===== src/rtl/level_sequencer.sv =====
// Level/difficulty controller for the block-stacker game: tracks the level and
// derives the per-level move period and moving-row width for the datapath.
module level_sequencer #(
    parameter int NUM_LEVELS    = 15,
    parameter int LEVEL_W       = 6,
    parameter int SPEED_W       = 11,
    parameter int BASE_SPEED    = 60,
    parameter int SPEED_STEP    = 4,
    parameter int MIN_SPEED     = 8,
    parameter int BLK_W         = 4,
    parameter int START_BLOCKS  = 3,
    parameter int SHRINK_EVERY  = 5,
    parameter int CARRY_OVERLAP = 0
) (
    input  logic               clk,
    input  logic               resetn,
    input  logic               go,
    input  logic               place_valid,
    input  logic               place_hit,
    input  logic [BLK_W-1:0]   place_overlap,
    output logic [SPEED_W-1:0] speed_count,
    output logic [BLK_W-1:0]   num_blocks,
    output logic [LEVEL_W-1:0] curr_level,
    output logic               playing,
    output logic               level_up,
    output logic               game_won,
    output logic               game_over
);

    localparam int SHR_W = $clog2(SHRINK_EVERY + 1);

    localparam logic [LEVEL_W-1:0] LEVEL_FIRST = LEVEL_W'(1);
    localparam logic [LEVEL_W-1:0] LEVEL_LAST  = LEVEL_W'(NUM_LEVELS);
    localparam logic [SPEED_W-1:0] SPEED_INIT  = SPEED_W'(BASE_SPEED);
    localparam logic [SPEED_W-1:0] SPEED_STEPV = SPEED_W'(SPEED_STEP);
    localparam logic [SPEED_W-1:0] SPEED_MIN   = SPEED_W'(MIN_SPEED);
    // Below this value one more step would undershoot the floor.
    localparam logic [SPEED_W-1:0] SPEED_SAFE  = SPEED_W'(MIN_SPEED + SPEED_STEP);
    localparam logic [BLK_W-1:0]   BLK_INIT    = BLK_W'(START_BLOCKS);
    localparam logic [BLK_W-1:0]   BLK_ONE     = BLK_W'(1);
    localparam logic [SHR_W-1:0]   SHR_LAST    = SHR_W'(SHRINK_EVERY);

    typedef enum logic [1:0] {
        WAIT,
        RUN,
        WIN,
        OVER
    } state_t;

    state_t             state_reg, state_next;
    logic [LEVEL_W-1:0] level_reg, level_next;
    logic [SPEED_W-1:0] speed_reg, speed_next;
    logic [BLK_W-1:0]   blocks_reg, blocks_next;
    logic [BLK_W-1:0]   sched_reg, sched_next;
    logic [SHR_W-1:0]   shrink_reg, shrink_next;
    logic [SHR_W-1:0]   shrink_inc;
    logic               level_up_reg, level_up_next;
    logic               go_prev_reg;
    logic               playing_reg;
    logic               won_reg;
    logic               over_reg;
    logic               go_rise;
    logic               effective_hit;

    assign go_rise       = go & ~go_prev_reg;
    assign effective_hit = place_hit && ((CARRY_OVERLAP == 0) || (place_overlap != '0));
    assign shrink_inc    = shrink_reg + SHR_W'(1);

    always_comb begin
        state_next    = state_reg;
        level_next    = level_reg;
        speed_next    = speed_reg;
        blocks_next   = blocks_reg;
        sched_next    = sched_reg;
        shrink_next   = shrink_reg;
        level_up_next = 1'b0;

        case (state_reg)
            WAIT: begin
                if (go_rise) begin
                    state_next = RUN;
                end
            end
            RUN: begin
                if (place_valid) begin
                    if (!effective_hit) begin
                        state_next = OVER;
                    end else if (level_reg == LEVEL_LAST) begin
                        state_next = WIN;
                    end else begin
                        state_next    = WAIT;
                        level_up_next = 1'b1;
                        level_next    = level_reg + LEVEL_W'(1);
                        speed_next    = (speed_reg >= SPEED_SAFE) ? (speed_reg - SPEED_STEPV)
                                                                  : SPEED_MIN;
                        // The schedule counts cleared levels instead of dividing the level number.
                        if (shrink_inc == SHR_LAST) begin
                            shrink_next = '0;
                            if (sched_reg > BLK_ONE) begin
                                sched_next = sched_reg - BLK_ONE;
                            end
                        end else begin
                            shrink_next = shrink_inc;
                        end
                        blocks_next = sched_next;
                        if ((CARRY_OVERLAP != 0) && (place_overlap < sched_next)) begin
                            blocks_next = place_overlap;
                        end
                    end
                end
            end
            WIN, OVER: begin
                if (go_rise) begin
                    state_next  = WAIT;
                    level_next  = LEVEL_FIRST;
                    speed_next  = SPEED_INIT;
                    blocks_next = BLK_INIT;
                    sched_next  = BLK_INIT;
                    shrink_next = '0;
                end
            end
            default: begin
                state_next = WAIT;
            end
        endcase
    end

    always_ff @(posedge clk) begin
        if (!resetn) begin
            state_reg    <= WAIT;
            level_reg    <= LEVEL_FIRST;
            speed_reg    <= SPEED_INIT;
            blocks_reg   <= BLK_INIT;
            sched_reg    <= BLK_INIT;
            shrink_reg   <= '0;
            level_up_reg <= 1'b0;
            go_prev_reg  <= 1'b1;
            playing_reg  <= 1'b0;
            won_reg      <= 1'b0;
            over_reg     <= 1'b0;
        end else begin
            state_reg    <= state_next;
            level_reg    <= level_next;
            speed_reg    <= speed_next;
            blocks_reg   <= blocks_next;
            sched_reg    <= sched_next;
            shrink_reg   <= shrink_next;
            level_up_reg <= level_up_next;
            go_prev_reg  <= go;
            // Status flags are registered copies of the upcoming state.
            playing_reg  <= (state_next == RUN);
            won_reg      <= (state_next == WIN);
            over_reg     <= (state_next == OVER);
        end
    end

    assign speed_count = speed_reg;
    assign num_blocks  = blocks_reg;
    assign curr_level  = level_reg;
    assign playing     = playing_reg;
    assign level_up    = level_up_reg;
    assign game_won    = won_reg;
    assign game_over   = over_reg;

endmodule


===== config.mk =====
export PLATFORM = sky130hd
export DESIGN_NAME = level_sequencer
export DESIGN_NICKNAME = d
export VERILOG_FILES = /design/src/rtl/level_sequencer.sv
export SDC_FILE = /design/constraint.sdc
export NUM_CORES = 1
export LEC_CHECK = 0
export ABC_AREA = 1
export CORE_MARGIN = 2
export CORE_UTILIZATION = 46
export CTS_BUF_LIST = sky130_fd_sc_hd__clkbuf_2
export DETAILED_ROUTE_END_ITERATION = 12
export PLACE_DENSITY = 0.72
export SETUP_SLACK_MARGIN = 0.3
export SLEW_MARGIN = 20
export SYNTH_ARGS = -nofsm -noshare
export SYNTH_HDL_FRONTEND = slang
export SYNTH_SLANG_ARGS = --single-unit

===== constraint.sdc =====
create_clock -name clk -period 3.2 [get_ports clk]
set_input_delay 0.64 -clock clk [delete_from_list [all_inputs] [get_ports clk]]
set_output_delay 0.64 -clock clk [all_outputs]
set_load 0.005 [all_outputs]

==> results.cfg <==
[run_status]
status = finished, final reports clean

[logic_synthesis]
synth_top_area_share_pct = 38.3
synthCells = 214
synth_edf_count = 0
avgSynthCellArea_um2 = 7.09
synth_top_cell_by_area = dfxtp_1
synth_ff_type = dfxtp_1
yosysWarnings = 0
synth_area_leaders = dfxtp_1 (38%), nand2_1 (13%), nor2_1 (6.7%)
syn_area_um2 = 1520
synth_cell_types = 30
synth.yosys.seq_area_share_pct = 38.3
ys_async_sr_fraction_pct = 0
synth-seq-cells = 29

[sta]
skew_ns = 0.0149
fin_setup_tns_ns = 0
hold_ws_ns = 0.514
setup_viol = 0
maxClockFrequency_mhz = 488
hold_viol = 0
final.min_clock_period_ns = 2.05
slew_violations = 0
rsz0062_at_grt = no
period_share_pct = 64.1

[route]
highest_layer = met4
wl_met3_um = 124
met2_length_mm = 1.29
met1_length_mm = 1.52
via_per_inst = 4.71
wire_per_inst_um = 10.3
dr.pass1.iters = 4
drc = 0
routed_wl_mm = 2.99
ant_nets = 0
drt_iter0_drc = 60
vias = 1360

[setup_path]
cp.arrival_ns = 1.41
worst_ep_required_time_ns = 2.56
cp_num_buf_inv = 1
cp_cell_sequence = clkdlybuf4s50_1
cpPeakStageDelay_ns = 0.55
path_delay_family = buffers and inverters
endpoint_kind = output pin
crit_slowest_cell = clkdlybuf4s50_1
critPathLaunchType = register
worstSetupPathType = reg2out
crit_path_max_fanout = 7

[layout]
syn_to_final_growth_pct = 21.7
diodes = 0
largest_reg_flops = 9
drive_gt1_share_pct = 8.16
layout_common_cells = nand2_1 (51), dfxtp_1 (29), nor2_1 (27), clkdlybuf4s50_1 (27), inv_1 (26)
nNetsFinal = 261
final_common_cell = nand2_1

[power]
swShare_pct = 25.8
total_power_mw = 0.589
p_sw_mw = 0.152
seq_power_share_pct = 63.1
internal_power_mw = 0.437
p_leak_nw = 0.881
max-vdd-ir-drop_uv = 268
clkPwrFrac_pct = 29.4
p_per_area_nw_per_um2 = 319
combPwrFrac_pct = 7.5

[global_route]
track_usage_pct = 18.5
grt_pass1_wl_mm = 5.12
antenna_found_initial = 0
overflow = 0
grt_pass1_vias = 1211
grt_start_max_net_pins = 24

[clock_tree]
cts_resized = 0
numClockSinks = 29
cts-root-buf = clkbuf_2
htree_levels = 2
insertion_delay_ns = 0.37
hold_buffers = 0
clockBufferDepth = 2
cts.clk_slew.worst_paths_ns = 0.15
post_cts_buffers = 0
cts_inserted_buffers = 5
cts_tree = done

[die]
die_h_um = 61.4
core_um2 = 3100
die_w_um = 61.4
rows = 20
start_util_pct = 48.9
die_area_um2 = 3770
ios = 34

[worst_hold_path]
hold_path_class = reg2reg

[placed_design]
dp_hpwl_mm = 2.18
gp_congestion = 0.803
portBuffers = 27

[flow_run]
drv_cap = 0
[logic make-up after synthesis]
logic type	share of synthesized area [%]
buffers and inverters	10.1
adder cells (fa/ha/maj)	5.77
AO/OA/AOI/OAI	6.18
flip-flops	38.3
AND/OR/NAND/NOR	35.4
XOR/XNOR	4.04
other	0.247
[cell usage after synthesis, types with 3 or more instances]
cell type / instances
xor2_1: 5
nand4_1: 5
inv_1: 26
nand2_1: 51
nand3_1: 17
o21ai_0: 6
dfxtp_1: 29
nand2_2: 5
ha_1: 7
a21oi_1: 10
nor2_1: 27
buf_4: 3
[per-stage QoR]
| step | util (%) | setup WS, ns | cell area [um^2] | instances |
|---|---|---|---|---|
| 5_1_grt | 59.5 | 1.07 | 1850 | 289 |
| 4_1_cts | 59.5 | 1.14 | 1850 | 289 |
| 3_3_place_gp | 58.4 | 0.999 | 1810 | 282 |
| 3_5_place_dp | 58.4 | 0.984 | 1810 | 282 |
| 2_1_floorplan | - | 1.72 | 1520 | 215 |
| 6_report | 59.5 | 1.15 | 1850 | 289 |
[worst reg2reg max path, delay by kind of cell, from the launching register on]
| kind | cells | cell delay, ns |
|---|---|---|
| fa+ha+maj | 1 | 0.21 |
| buf+inv | 1 | 0.08 |
| flops | 1 | 0.45 |
| simple gates | 8 | 0.96 |
[path summary, 6_finish.rpt]
| path | from | to | slack (ns) | depth (start not counted) |
|---|---|---|---|---|
| max reg2reg | curr_level[0] | sched_reg[1] | 1.42 | 10 |
| min | curr_level[1] | curr_level[1] | 0.51 | 2 |
| max | speed_count[5] | speed_count[5] | 1.15 | 1 |
| min reg2reg | curr_level[1] | curr_level[1] | 0.51 | 2 |
[routing by layer]
metal / track usage [%] / vias to the layer above
met5: 0 / -
met4: 10.3 / 0
met3: 5.25 / 7
met2: 27.5 / 28
met1: 24.0 / 591
li1: - / 734
[power groups by stage]
stage / Combinational (mW) / Clock (mW) / Sequential, mW
after floorplan: 0.0279 / 0 / 0.379
after global placement: 0.0439 / 0 / 0.379
after detailed placement: 0.0445 / 0 / 0.379
after CTS: 0.0446 / 0.178 / 0.371
after global routing: 0.0498 / 0.194 / 0.373
final: 0.0444 / 0.173 / 0.371
[final cells by class]
cell class,count,area (um^2)
sequential,29,581
multi-input combinational,152,788
clock inverter,1,3.75
clock buffer,6,30.0
fill,322,1260
inverter,29,111
tap,44,55.1
timing repair buffer,28,278
No activity file was read; power rests on OpenSTA's default activity.
